File: src/rtl/period_sched_pkg.sv
// period_sched_pkg: FSM state encoding, default parameters and round-robin pick helper
package period_sched_pkg;

    localparam int N_CH_DEF    = 4;
    localparam int CNT_W_DEF   = 24;
    localparam int TIMEOUT_DEF = 2**20 - 1;

    typedef enum logic [2:0] {
        IDLE,
        ARB,
        WAIT_EDGE,
        COUNT,
        RESULT
    } state_t;

    // Returns {found, index} of the first set bit of r at or after p, wrapping at n
    function automatic logic [3:0] rr_pick(input logic [7:0] r, input logic [2:0] p, input int n);
        logic [3:0] res;
        int k;
        res = '0;
        for (int i = n - 1; i >= 0; i--) begin
            k = (int'(p) + i) % n;
            if (r[3'(k)]) res = {1'b1, 3'(k)};
        end
        return res;
    endfunction

endpackage

File: src/rtl/period_sched_edge_sync.sv
// edge_sync: 2-FF synchronizer for one monitored clock plus a rising-edge pulse
module edge_sync (
    input  logic clk,
    input  logic RSTN,
    input  logic clr,
    input  logic d,
    output logic pulse
);

    logic [2:0] sh;

    // sh[1:0] resynchronize d into clk, sh[2] holds the previous synchronized level
    always_ff @(posedge clk or negedge RSTN) begin
        if (!RSTN) sh <= '0;
        else if (clr) sh <= '0;
        else sh <= {sh[1:0], d};
    end

    assign pulse = sh[1] & ~sh[2];

endmodule

File: src/rtl/period_sched.sv
// period_sched: round-robin scheduler measuring the period of N_CH asynchronous clocks.
// Optional macro PERIOD_SCHED_AVG_EN: average over 4 consecutive periods instead of one.
module period_sched
    import period_sched_pkg::*;
#(
    parameter int N_CH    = N_CH_DEF,
    parameter int CNT_W   = CNT_W_DEF,
    parameter int TIMEOUT = TIMEOUT_DEF
) (
    input  logic                    clk,
    input  logic                    RSTN,
    input  logic                    PWRDWN,
    input  logic [N_CH-1:0]         meas_clk,
    input  logic [N_CH-1:0]         req,
    output logic [N_CH-1:0]         grant,
    output logic                    busy,
    output logic                    res_valid,
    input  logic                    res_ready,
    output logic [$clog2(N_CH)-1:0] res_ch,
    output logic [CNT_W-1:0]        res_period,
    output logic                    res_timeout
);

    localparam int IW = $clog2(N_CH);
`ifdef PERIOD_SCHED_AVG_EN
    localparam int NPER = 4;
    localparam int SH   = 2;
`else
    localparam int NPER = 1;
    localparam int SH   = 0;
`endif

    logic [N_CH-1:0]  edge_p;
    state_t           state, state_nxt;
    logic [N_CH-1:0]  grant_nxt;
    logic [IW-1:0]    ch_nxt, ptr, ptr_nxt;
    logic [CNT_W-1:0] cnt, cnt_nxt, per_nxt, total;
    logic [1:0]       ecnt, ecnt_nxt;
    logic             tmo_nxt, hit, at_tmo;
    logic [3:0]       pick;

    for (genvar g = 0; g < N_CH; g++) begin : g_sync
        edge_sync u_sync (
            .clk  (clk),
            .RSTN (RSTN),
            .clr  (PWRDWN),
            .d    (meas_clk[g]),
            .pulse(edge_p[g])
        );
    end

    assign pick      = rr_pick(8'(req), 3'(ptr), N_CH);
    assign hit       = edge_p[res_ch];
    assign at_tmo    = cnt == CNT_W'(TIMEOUT);
    assign total     = cnt + CNT_W'(1);
    assign busy      = state != IDLE;
    assign res_valid = state == RESULT;

    // Next-state, arbitration and measurement datapath; PWRDWN forces the reset values
    always_comb begin
        state_nxt = state;
        grant_nxt = grant;
        ch_nxt    = res_ch;
        ptr_nxt   = ptr;
        cnt_nxt   = cnt;
        ecnt_nxt  = ecnt;
        per_nxt   = res_period;
        tmo_nxt   = res_timeout;
        case (state)
            IDLE: if (|req) state_nxt = ARB;
            ARB: begin
                if (pick[3]) begin
                    state_nxt = WAIT_EDGE;
                    grant_nxt = N_CH'(1) << pick[2:0];
                    ch_nxt    = IW'(pick[2:0]);
                    ptr_nxt   = (pick[2:0] == 3'(N_CH - 1)) ? '0 : IW'(pick[2:0] + 3'd1);
                    cnt_nxt   = '0;
                end else begin
                    state_nxt = IDLE;
                end
            end
            WAIT_EDGE: begin
                cnt_nxt = cnt + CNT_W'(1);
                if (at_tmo) begin
                    state_nxt = RESULT;
                    per_nxt   = '0;
                    tmo_nxt   = 1'b1;
                end else if (hit) begin
                    state_nxt = COUNT;
                    cnt_nxt   = '0;
                    ecnt_nxt  = '0;
                end
            end
            COUNT: begin
                cnt_nxt = cnt + CNT_W'(1);
                if (at_tmo) begin
                    state_nxt = RESULT;
                    per_nxt   = '0;
                    tmo_nxt   = 1'b1;
                end else if (hit && ecnt == 2'(NPER - 1)) begin
                    state_nxt = RESULT;
                    per_nxt   = total >> SH;
                    tmo_nxt   = 1'b0;
                end else if (hit) begin
                    ecnt_nxt = ecnt + 2'd1;
                end
            end
            RESULT: begin
                if (res_ready) begin
                    state_nxt = (|req) ? ARB : IDLE;
                    grant_nxt = '0;
                end
            end
            default: state_nxt = IDLE;
        endcase
        if (PWRDWN) begin
            state_nxt = IDLE;
            grant_nxt = '0;
            ch_nxt    = '0;
            ptr_nxt   = '0;
            cnt_nxt   = '0;
            ecnt_nxt  = '0;
            per_nxt   = '0;
            tmo_nxt   = 1'b0;
        end
    end

    // State and datapath registers with asynchronous clear
    always_ff @(posedge clk or negedge RSTN) begin
        if (!RSTN) begin
            state       <= IDLE;
            grant       <= '0;
            res_ch      <= '0;
            ptr         <= '0;
            cnt         <= '0;
            ecnt        <= '0;
            res_period  <= '0;
            res_timeout <= 1'b0;
        end else begin
            state       <= state_nxt;
            grant       <= grant_nxt;
            res_ch      <= ch_nxt;
            ptr         <= ptr_nxt;
            cnt         <= cnt_nxt;
            ecnt        <= ecnt_nxt;
            res_period  <= per_nxt;
            res_timeout <= tmo_nxt;
        end
    end

endmodule

File: config.mk
export PLATFORM = sky130hd
export DESIGN_NAME = period_sched
export DESIGN_NICKNAME = d
export VERILOG_FILES = /design/src/rtl/period_sched_pkg.sv /design/src/rtl/period_sched_edge_sync.sv /design/src/rtl/period_sched.sv
export SDC_FILE = /design/constraint.sdc
export NUM_CORES = 1
export LEC_CHECK = 0
export BUFFER_PORTS_ARGS = -buffer_cell sky130_fd_sc_hd__buf_4
export CAP_MARGIN = 20
export CORE_ASPECT_RATIO = 0.5
export CORE_MARGIN = 2
export CORE_UTILIZATION = 54
export DETAILED_ROUTE_END_ITERATION = 6
export GPL_TIMING_DRIVEN = 0
export HOLD_SLACK_MARGIN = 0.08
export PLACE_DENSITY = 0.74
export SYNTH_ARGS = -nofsm -noshare
export SYNTH_HDL_FRONTEND = slang
export SYNTH_SLANG_ARGS = --single-unit
File: constraint.sdc
create_clock -name clk -period 4.62 [get_ports clk]
set_clock_uncertainty 0.2 [all_clocks]
set_input_delay 0.462 -clock clk [delete_from_list [all_inputs] [get_ports clk]]
set_output_delay 0.462 -clock clk [all_outputs]
set_load 0.02 [all_outputs]
* Yosys cells after proc, flatten, opt, wreduce, memory -nomap -nowiden
Cells that the tools add are included.
Widths: inputs -> output; s select.
** Storage, ports and cells
- Word-level logic and storage cells :: 135
- Input port bits :: 12
- Output and inout bits :: 33
- Flip-flop bits (word level) :: 74
** Operators by class
- Order comparisons :: 5
- Muxes and demuxes :: 64
- Add/sub/neg operators :: 6
- Reduce and logical (&&, ||, !) cells :: 19
- Shift operators :: 1
- Eq/ne operators :: 17
- Bitwise operators :: 11
** Operator list (count)
- $mux 24 :: 8
- $pmux 24 s3 :: 1
- $pmux 24 s2 :: 1
- $mux 3 :: 11
- $mux 2 :: 14
- $mux 4 :: 7
- $add 24x1->24 const B :: 1
- $eq 24x20->1 const B :: 1
- $ne 3x3->1 const B :: 8
- $lt 3x5->1 const B :: 3
- $pmux 3 s5 :: 1
- $mux 1 :: 13
- $bmux 1 s3 :: 3
- $eq 3x2->1 const B :: 3
- $reduce_bool 3->1 :: 3
- $ne 4x4->1 const B :: 2
- $pmux 4 s2 :: 1
- $add 2x1->2 const B :: 3
- $reduce_and 3->1 :: 2
- $reduce_and 6->1 :: 1
- $reduce_or 2->1 :: 3
- $add 2x2->2 const B :: 2
- $and 1x1->1 :: 4
- $bmux 1 s2 :: 2
- 18 further kinds :: 25

* Depth between registers and ports, before layout
Gate-level depths: netlist (run 1).
- Depth in word-level cells :: 15
- Gate-level depth with buffers :: 8
- Mapped depth without buffers :: 7

* Cells and area by module
A second synthesis (run 1) with hierarchy kept.
** Second synthesis, totals
- Cells, all modules :: 362
- Area total of the unflattened synthesis :: 3786.1 um2
** By module, submodules not included
- period_sched :: cells an instance 334, area each 3375.7 um2, seq. area each 1551.5 um2, times used 1
- edge_sync :: cells an instance 7, area each 102.6 um2, seq. area each 75.1 um2, times used 4

* Least setup slack after synthesis (run 1)
OpenSTA, ideal clock, no wires.
- Path type :: reg-to-reg
- Start :: register cnt[0]
- End :: register res_period[10]
- Clock period less this slack :: 2580 ps
- Required time :: 4295 ps
- Arrival time :: 2255 ps
- Stages on the path, launching flop included :: 8
- Path buffers :: 1
- Path slack :: 2040 ps
- Setup time :: 125 ps
- Cells stage by stage :: dfrtp_1 > ha_1 > nand4_4 > nor4_4 > a211oi_1 > nor3_2 > buf_2 > mux2_2
** Between the ends
- Cells in the longest elaborated chain, start to end :: 5
- Elaborated cells between the ends (all ways) :: 9
- Classes of those cells :: 1 x add/sub; 3 x eq/ne; 4 x mux; 1 x reduce/logical
** Ends and longest elaborated chain
- start: declaration :: line period_sched.sv:37 : logic [CNT_W-1:0] cnt, cnt_nxt, per_nxt, total;
- start signal: assignment :: line period_sched.sv:144 : cnt <= cnt_nxt;
- $add 24x1->24 :: line period_sched.sv:55 : assign total = cnt + CNT_W'(1);
- $mux 24 :: line period_sched.sv:100 : end else if (hit && ecnt == 2'(NPER - 1)) begin
- $mux 24 :: line period_sched.sv:96 : if (at_tmo) begin
- $pmux 24 s2 :: line period_sched.sv:69 : case (state)
- $mux 24 :: line period_sched.sv:116 : if (PWRDWN) begin
- end signal: assignment :: line period_sched.sv:146 : res_period <= per_nxt;
- end: declaration :: line period_sched.sv:20 : output logic [CNT_W-1:0] res_period,
Parallel ways exist; a longest one is shown, timed or not. The select of a mux whose other input is x is not followed.
A chain may end at the register's enable or synchronous reset.

* Worst setup path in the final report (run 1)
- Start :: register cnt[0]
- End :: register res_period[9]
Same word-level chain as after synthesis.

==> impl_metrics.csv, run 1 <==
group,metric,value,unit
power_and_ir_drop,ir_worst_vdd,0.2445,mV
worst_setup_path,ff2ff_setup_slack,1540,ps
die,io_pins,45,
die,coreArea,7239,sq um
flow_run,drv_cap,0,
finish,antennaDiodeCount,0,
worst_setup_path,start_kind,"register",
drt,routedWlPerCell,16.94,um
timing,rsz0062_at_grt,"no",
drt,vias_per_cell,5.982,
clock_tree,cts_made_buffers,9,
run_status,status,"complete, no violations",
global_route,gr-total-overflow,0,
clock_tree,cts_setup_buffers,0,
synthesis,ys_seq_area_share,46.35,%
worst_setup_path,worstSetupEndpointType,"register",
clock_tree,insertion_delay,340,ps
timing,slew_viol_final,0,
timing,post-route-period-util,66.63,%
global_route,grt_pass1_wl,15.94,mm
die,die_area,8144,sq um
timing,timing.hold.ws,43.41,ps
clock_tree,cts_tree,"yes",
synthesis,netlist_instances,402,
synthesis,ys_ff_latch,74,
timing,tightest_slew,932.9,ps
worst_setup_path,crit_type,"reg2reg",
timing,finalCriticalPeriod,3079,ps
drt,via_count,3344,
timing,setup_viol,0,
worst_setup_path,crit_fanout,10,
synthesis,netlist_area,3995,sq um
drt,wl,9.467,mm
clock_tree,cts_resized,0,
clock_tree,clock_path_buffers,2,
power_and_ir_drop,pwr_density_cell,382.2,nW/um^2
global_route,grt_max_degree,75,
worst_setup_path,cp.arrival,3100,ps
synthesis,synth_nets,420,
global_route,grtUsageTotal,25.14,%
finish,final_cell_mix,"dfrtp_1, buf_4, nand2_1",
die,die_x,125.6,um
drt,route.detailed.drc,0,
die,start_util,55.18,%
synthesis,synthDistinctLibCells,58,
synthesis,synth_area_per_cell,9.938,sq um
clock_tree,cts_sinks,74,
synthesis,synth-edff-count,0,
timing,finalHoldViolations,0,
timing,finalSetupTns,0,ps
die,num_rows,22,
drt,ant_nets,0,
timing,relSlewSlack,37.81,%
finish,drive_gt1_share,23.11,%
global_route,antenna_found_initial,0,
placement,hpwl,6.526,mm
finish,syn_to_final_growth,18.57,%
power_and_ir_drop,leakagePower,2.167,nW
clock_tree,htreeDepth,3,
drt,drtIter0Drc,299,
timing,max_freq,0.3248,GHz
min_path,holdCritPathClass,"in2async",
clock_tree,clockRootBuffer,"clkbuf_16",
synthesis,ys.flop_type,"dfrtp_1",
clock_tree,clkTransAtPathRegs,60,ps
worst_setup_path,worstPathRequired,4640,ps
placement,gp_congestion,0.8878,
drt,drtPass1Iterations,4,
synthesis,ys_warn_count,0,
clock_tree,postCtsHoldBufs,0,
global_route,first_global_vias,3193,
synthesis,synthArstFlopShare,100.0,%
die,die_height,64.82,um
finish,fin_nets,476,
placement,io_buffers,44,
finish,layout_commonest_cell,"dfrtp_1",
worst max-delay path, stage by stage, from the launching register on:
cell	delay, ps
dfrtp_1	480
ha_1	320
nand4_4	170
nor4_4	480
a211oi_1	230
nor3_2	360
buf_2	340
mux2_2	380
report_power, final:
group	switching, mW	internal (mW)	leakage [nW]	total (mW)
clock	0.290	0.372	0.135	0.663
sequential	0.0321	0.684	1.02	0.716
combinational	0.277	0.154	1.01	0.431
total	0.600	1.21	2.17	1.81
Yosys cell counts, types with 6 or more instances:
| cell type | number | area (sq um) |
|---|---|---|
| a21o_1 | 6 | 45.04 |
| a211oi_1 | 9 | 67.56 |
| mux2i_1 | 10 | 100.1 |
| mux2_2 | 21 | 236.5 |
| nand2_1 | 35 | 131.4 |
| ha_1 | 6 | 75.07 |
| o21ai_0 | 15 | 75.07 |
| nand2b_1 | 7 | 43.79 |
| or3_1 | 11 | 68.82 |
| nor2b_1 | 18 | 112.6 |
| inv_1 | 14 | 52.55 |
| clkbuf_1 | 13 | 48.80 |
| buf_2 | 11 | 55.05 |
| xor2_1 | 6 | 52.55 |
| xnor2_1 | 6 | 52.55 |
| dfrtp_1 | 74 | 1852 |
| nand3_1 | 12 | 60.06 |
| a21oi_1 | 18 | 90.09 |
| nor2_1 | 24 | 90.09 |
| nor3_1 | 6 | 30.03 |
| nand4_1 | 13 | 81.33 |
registers in the layout (all words and copies together) (netlist names):
signal / flops
g_sync.u_sync.sh: 12
res_timeout: 1
ecnt: 2
grant: 4
cnt: 24
res_period: 24
state: 3
ptr: 2
res_ch: 2
cells by family (layout without fill, tap and decap cells):
group	count (synthesis)	in the layout	share of synthesized area, %
muxes	33	33	9.270
AOI/OAI and AO/OA	80	80	13.81
xor gates and xnor gates	12	12	2.631
adders and majority gates	6	6	1.879
DFF	74	74	46.35
buffers and inverters	39	100	4.040
and+or+nand+nor	158	158	22.02
final timing paths:
check                                       start                     end  cells past startpoint
min reg2reg                g_sync[0].u_sync.sh[0]  g_sync[0].u_sync.sh[1]                      1
max in group asynchronous                    RSTN                 cnt[21]                      1
min                                          RSTN                  cnt[8]                      1
max reg2reg                                cnt[0]           res_period[9]                      7
max                                        cnt[0]           res_period[9]                      7
min in group clk                      meas_clk[3]  g_sync[3].u_sync.sh[0]                      2
routing by layer:
metal  vias to the layer above  GRT usage (%)  wire length [um]
met3                         9          6.358               532
met2                       109          39.32              4356
met5                         -              0                 0
li1                       1568              -                 -
met1                      1658          35.24              4492
met4                         0          6.667                84
through the flow:
stage          utilization, %  worst slack [ps]  power (mW)  area, sq um  cells
2_1_floorplan               -              2040       1.008         3995    402
3_3_place_gp            61.41              1562       1.135         4446    542
3_5_place_dp            61.48              1591       1.152         4451    543
4_1_cts                 65.43              1530       1.826         4737    559
5_1_grt                 65.43              1338       1.902         4737    559
6_report                65.43              1542       1.811         4737    559
area by class of cell:
class | instances | area (sq um)
inverter | 14 | 52.55
fill | 587 | 2502
sequential | 74 | 1852
tap | 96 | 120.1
multi-input combinational | 289 | 1982
timing repair buffer | 45 | 335.3
buffer | 25 | 108.9
clock buffer | 9 | 225.2
clock inverter | 7 | 61.31
No activity file was read; power rests on OpenSTA's default activity.
==> inputs of run 2 (changes only) <==
==> constraint.sdc (replaced) <==
create_clock -name clk -period 3 [get_ports clk]
set_clock_uncertainty 0.2 [all_clocks]
set_input_delay 0.3 -clock clk [delete_from_list [all_inputs] [get_ports clk]]
set_output_delay 0.3 -clock clk [all_outputs]
set_load 0.02 [all_outputs]
==> run 2 against run 1 <==
Worst hold slack better by 210 ps. Fmax up 8.6%. Die area did not move. Final area up 1.7%. First-iteration DRC count increased by 13%. Cell count is 1.3% higher. Combinational power increased by 59%. Register-to-register slack lost 1400 ps. Critical path depth up 1. Critical path type unchanged. Critical endpoint is now cnt[22]. Largest cell class unchanged.
==> impl_metrics.csv, run 2 (same netlist as run 1, synthesis figures left out) <==
group,metric,value,unit
die,die_x,125.6,um
drt,via_count,3366,
min_path,hold_depth,5,
timing,rsz0062_at_grt,"no",
drt,wl,9.411,mm
worst_setup_path,r2r-end,"cnt[22]",
finish,top_regs,"cnt: 24 flops, res_period: 24 flops, g_sync.u_sync.sh: 12 flops",
die,start_util,55.18,%
drt,routedWlPerCell,16.63,um
worst_setup_path,ff2ff_setup_slack,170,ps
drt,vias_per_cell,5.947,
finish,fill_cells,575,
worst_setup_path,crit_path_frequent_cell,"buf_2",
worst_setup_path,start_kind,"register",
placement,dpl-instance-area,4451,sq um
worst_setup_path,r2r_cells,8,
clock_tree,clockRootBuffer,"clkbuf_16",
clock_tree,clkTransAtPathRegs,60,ps
finish,finalInstanceArea,4820,sq um
drt,route.detailed.drc,0,
global_route,grt_pass1_wl,16.04,mm
finish,layout_commonest_cell,"dfrtp_1",
die,coreArea,7239,sq um
finish,final_util,66.57,%
die,io_pins,45,
run_status,status,"complete, no violations",
drt,ant_nets,0,
min_path,holdCritPathClass,"in2reg",
clock_tree,cts_sinks,74,
finish,fin_nets,483,
timing,finalHoldViolations,0,
finish,drive_gt1_share,23.40,%
clock_tree,htreeDepth,3,
timing,post-route-period-util,94.50,%
die,die_height,64.82,um
timing,max_freq,0.3527,GHz
die,die_area,8144,sq um
worst_setup_path,cp.arrival,2910,ps
worst_setup_path,crit_type,"reg2reg",
worst_setup_path,worstSetupEndpointType,"register",
timing,relSlewSlack,39.07,%
clock_tree,insertion_delay,340,ps
power_and_ir_drop,ir_worst_vdd,0.3787,mV
global_route,grtUsageTotal,25.30,%
drt,drtIter0Drc,337,
power_and_ir_drop,leakagePower,2.200,nW
worst_setup_path,crit_fanout,10,
global_route,grt_max_degree,75,
timing,setup_viol,0,
worst_setup_path,path_cells,"ha_2 > nand4_4 > or4_1 > buf_2 > o211a_4 > buf_2 > a211oi_1 > a21o_1",
clock_tree,cts_tree,"yes",
worst_setup_path,cp_slowest_cell,"or4_1",
clock_tree,cts_made_buffers,9,
worst_setup_path,path_depth,8,
placement,gp_congestion,0.8878,
drt,drtPass1Iterations,4,
power_and_ir_drop,pwr_density_cell,582.9,nW/um^2
placement,io_buffers,44,
timing,slew_viol_final,0,
die,num_rows,22,
finish,final_cell_mix,"dfrtp_1, buf_4, nand2_1",
min_path,min_from,"PWRDWN",
worst_setup_path,critical-path-max-stage-delay,540,ps
worst_setup_path,crit_buf_inv,2,
global_route,antenna_found_initial,0,
global_route,gr-total-overflow,0,
min_path,min_to,"res_timeout",
finish,syn_to_final_growth,20.64,%
worst_setup_path,worstPathRequired,3070,ps
placement,hpwl,6.526,mm
timing,tightest_slew,913.9,ps
worst_setup_path,r2r-start,"cnt[0]",
worst_setup_path,crit_family,"compound AO/OA/AOI/OAI gates",
clock_tree,clock_path_buffers,2,
timing,finalCriticalPeriod,2835,ps
flow_run,drv_cap,0,
global_route,first_global_vias,3231,
finish,antennaDiodeCount,0,
-- run 2: cell types whose count changed in the layout (fill, tap and decap cells not counted), sizes merged --
cell         change
buf              -1
clkbuf           +2
dlygate4sd3      +6
-- run 2: how the worst max path moves through the flow --
stage / startpoint / endpoint / slack, ps
2_1_floorplan: cnt[0] / res_period[10] / 420
3_3_place_gp: cnt[0] / res_period[16] / 9
3_5_place_dp: cnt[0] / res_period[22] / -30
4_1_cts: cnt[0] / res_period[22] / 50
5_1_grt: cnt[0] / res_period[7] / 10
6_report: cnt[0] / cnt[22] / 170
-- run 2: timing repair --
item	in CTS	in global routing
endpoints found under the setup margin	20	29
buffers inserted	1	0
gates resized for setup	2	4
endpoints found under the hold margin	79	0
pin swaps	1	1
hold buffers	6	0
-- run 2: report_power, final --
group          leakage, nW  switching (mW)  internal, mW  total [mW]
clock network        0.135           0.449         0.574        1.02
logic                 1.05           0.429         0.256       0.684
registers             1.02          0.0490          1.05        1.10
-- run 2: tightest hold or removal path, stage by stage --
cell,delay (ps)
buf_4,110
nand3b_1,120
a221oi_2,70
nand2_1,70
o21ai_0,70
-- run 2: cell type report --
cell class / count / area, sq um / area share, %
Clock buffer: 9 / 225.2 / 4.673
Timing Repair Buffer: 52 / 402.9 / 8.359
Buffer: 25 / 118.9 / 2.466
Tap cell: 96 / 120.1 / 2.492
Inverter: 14 / 52.55 / 1.090
Multi-Input combinational cell: 289 / 1987 / 41.23
Clock inverter: 7 / 61.31 / 1.272
Sequential cell: 74 / 1852 / 38.42
-- run 2: metrics by stage --
step	hold WS [ps]	worst slack, ps	power, mW	setup TNS, ps	instances
global route	292.7	14.82	2.951	0	566
CTS	249.2	47.23	2.830	0	566
global placement	242.8	8.778	1.748	0	542
detailed placement	247.5	-28.92	1.774	-346.5	543
finish	254.6	165.1	2.810	0	566
floorplan	-195.6	420.5	1.553	0	402
-- run 2: layer usage --
metal  vias up  track usage, %  wire length, um
met1      1659           35.40             4338
li1       1579               -                -
met3        13           6.358              592
met4         0           6.667              107
met2       115           39.73             4372
met5         -               0                0
==> inputs of run 3 (changes only) <==
--- a/config.mk
+++ b/config.mk
@@ -13,7 +13,8 @@
 export DETAILED_ROUTE_END_ITERATION = 6
 export GPL_TIMING_DRIVEN = 0
 export HOLD_SLACK_MARGIN = 0.08
-export PLACE_DENSITY = 0.74
+export PLACE_DENSITY = 0.75
 export SYNTH_ARGS = -nofsm -noshare
 export SYNTH_HDL_FRONTEND = slang
+export SYNTH_HIERARCHICAL = 1
 export SYNTH_SLANG_ARGS = --single-unit
==> run 3 against run 2 <==
Critical path depth is 1 lower. First-iteration DRC count is 19% lower. Worst hold slack worse by 150 ps. Highest routed layer unchanged. Core utilization is 2.4 points higher. Clock-buffer cell count is 3 higher.
==> impl_metrics.csv, run 3 <==
group,metric,value,unit
synthesis,ys_ff_latch,74,
worst_setup_path,critical-path-max-stage-delay,540,ps
worst_setup_path,cp_slowest_cell,"nor4_4",
clock_tree,clock_path_buffers,2,
finish,final_util,68.95,%
global_route,antenna_found_initial,0,
power_and_ir_drop,leakagePower,2.076,nW
clock_tree,cts_setup_buffers,0,
timing,rsz0062_at_grt,"no",
synthesis,netlist_instances,362,
clock_tree,clkTransAtPathRegs,60,ps
die,num_rows,21,
clock_tree,postCtsHoldBufs,10,
worst_setup_path,start_kind,"register",
finish,multiInputGateArea,1793,sq um
drt,drtIter0Drc,274,
synthesis,synth_top_area_share,48.91,%
die,start_util,56.29,%
synthesis,ys_seq_area_share,48.91,%
timing,slew_viol_final,0,
worst_setup_path,critPathLaunch,"cnt[0]",
finish,fill_cells,541,
clock_tree,cts_sinks,74,
worst_setup_path,worstPathRequired,3060,ps
timing,finalSetupTns,0,ps
drt,route.detailed.drc,0,
timing,finalCriticalPeriod,2746,ps
timing,finalHoldViolations,0,
synthesis,synth-edff-count,0,
die,die_area,7738,sq um
clock_tree,htreeDepth,3,
synthesis,synthDistinctLibCells,53,
finish,top_regs,"cnt: 24 flops, res_period: 24 flops, g_sync.u_sync/sh: 12 flops",
worst_setup_path,crit_fanout,10,
finish,syn_to_final_growth,22.51,%
finish,drive_gt1_share,19.44,%
drt,vias_per_cell,6.061,
min_path,holdCritPathClass,"in2reg",
synthesis,synthArstFlopShare,100.0,%
timing,max_freq,0.3641,GHz
worst_setup_path,r2r-start,"cnt[0]",
global_route,first_global_vias,3035,
timing,relSlewSlack,37.65,%
drt,routedWlPerCell,18.05,um
finish,fin_nets,445,
finish,regArea,1852,sq um
global_route,grtUsageTotal,27.05,%
die,die_height,63.21,um
worst_setup_path,worstSetupEndpointType,"register",
synthesis,netlist_top_cells_count,"dfrtp_1, nand2_1, nor2_1",
worst_setup_path,cp.arrival,2800,ps
timing,post-route-period-util,91.54,%
synthesis,synth_area_per_cell,10.46,sq um
clock_tree,clockRootBuffer,"clkbuf_16",
timing,tightest_slew,935.3,ps
drt,wl,9.459,mm
clock_tree,cts_made_buffers,9,
synthesis,synth_nets,380,
placement,gp_congestion,0.8836,
synthesis,ys.flop_type,"dfrtp_1",
clock_tree,insertion_delay,340,ps
flow_run,drv_cap,0,
synthesis,netlist_area,3786,sq um
die,coreArea,6726,sq um
drt,via_count,3176,
run_status,status,"complete, no violations",
placement,io_buffers,44,
synthesis,ys_warn_count,6,
worst_setup_path,ff2ff_setup_slack,250,ps
synthesis,yosysMostFrequentCell,"dfrtp_1",
finish,finalInstanceArea,4638,sq um
global_route,grt_max_degree,75,
clock_tree,cts_tree,"yes",
global_route,grt_pass1_wl,15.71,mm
synthesis,ys_top_cells_by_area,"dfrtp_1, o2bb2ai_1, xnor2_1, a22o_1, a31oi_1",
power_and_ir_drop,pwr_density_cell,534.1,nW/um^2
placement,dpl-instance-area,4232,sq um
drt,ant_nets,0,
worst_setup_path,crit_type,"reg2reg",
die,io_pins,45,
min_path,min_from,"req[3]",
synthesis,synth_top_area_cell,"dfrtp_1",
global_route,gr-total-overflow,0,
die,die_x,122.4,um
drt,drtPass1Iterations,4,
clock_tree,cts_resized,0,
power_and_ir_drop,ir_worst_vdd,0.3541,mV
worst_setup_path,path_cells,"ha_1 > nand4_4 > nor4_4 > a21boi_1 > buf_2 > or3_1 > a31oi_1",
placement,hpwl,6.501,mm
finish,final_cell_mix,"dfrtp_1, buf_4, nand2_1",
finish,antennaDiodeCount,0,
finish,layout_commonest_cell,"dfrtp_1",
timing,setup_viol,0,
==> run 3: cell types whose count changed in the layout (fill, tap and decap cells not counted), moves of 8 or more <==
cell       previous run  this run
a211oi_1              9         1
a22o_1                2        11
a31oi_1               4        14
mux2_2               21         0
nand2_1              34        23
o2bb2ai_1             0        13
==> run 3: through the flow <==
stage	total power [mW]	setup WS (ps)	hold slack [ps]	cells
final	2.477	253.8	105.6	524
after floorplan	1.261	643.0	-195.6	362
after global routing	2.577	109.3	127.1	524
after global placement	1.370	202.2	242.7	498
after CTS	2.493	299.4	94.41	524
after detailed placement	1.382	105.7	249.3	498
==> run 3: layout make-up <==
type / count / share of cell area [%]
clock inverters: 4 / 1.079
repair buffers: 54 / 9.280
well taps: 92 / 2.482
clock buffers: 12 / 5.530
flip-flops and latches: 74 / 39.92
plain buffers: 17 / 1.834
inverters: 15 / 1.214
multi-input cells: 256 / 38.66
==> run 3: path summary, 6_finish.rpt <==
kind | end | depth (start not counted)
max in group asynchronous | cnt[3] | 2
worst max-delay path | cnt[2] | 7
min in group asynchronous | g_sync[2].u_sync/sh[0] | 2
worst min register to register | g_sync[3].u_sync/sh[1] | 1
worst min-delay path | state[0] | 3
worst max register to register | cnt[2] | 7
==> run 3: report_power, final <==
group / total (mW) / switching [mW] / internal, mW
combinational: 0.318 / 0.204 / 0.114
sequential: 1.06 / 0.0318 / 1.03
clock: 1.10 / 0.410 / 0.688
total: 2.48 / 0.646 / 1.83
==> run 3: cell families after synthesis <==
kind of cell | Yosys count | share of synthesized area (%)
flops | 74 | 48.91
mux | 7 | 2.181
fa+ha+maj | 6 | 1.983
simple gates | 134 | 20.92
compound gates | 88 | 17.42
buf+inv | 32 | 3.734
xor+xnor | 21 | 4.858
==> run 3: critical path: cells and delay by family (launching register included) <==
kind | cells | cell delay (ps)
adder cells (fa/ha/maj) | 1 | 350
AO/OA/AOI/OAI | 2 | 360
buffers and inverters | 1 | 240
AND/OR/NAND/NOR | 3 | 1070
flip-flops | 1 | 450
==> run 3: layer usage <==
metal	global-route usage (%)	vias to the layer above	part of all wire, %
met1	38.53	1584	45
li1	-	1456	-
met2	39.86	127	45
met5	0	-	0
met4	7.040	0	0.72
met3	8.786	9	8.7
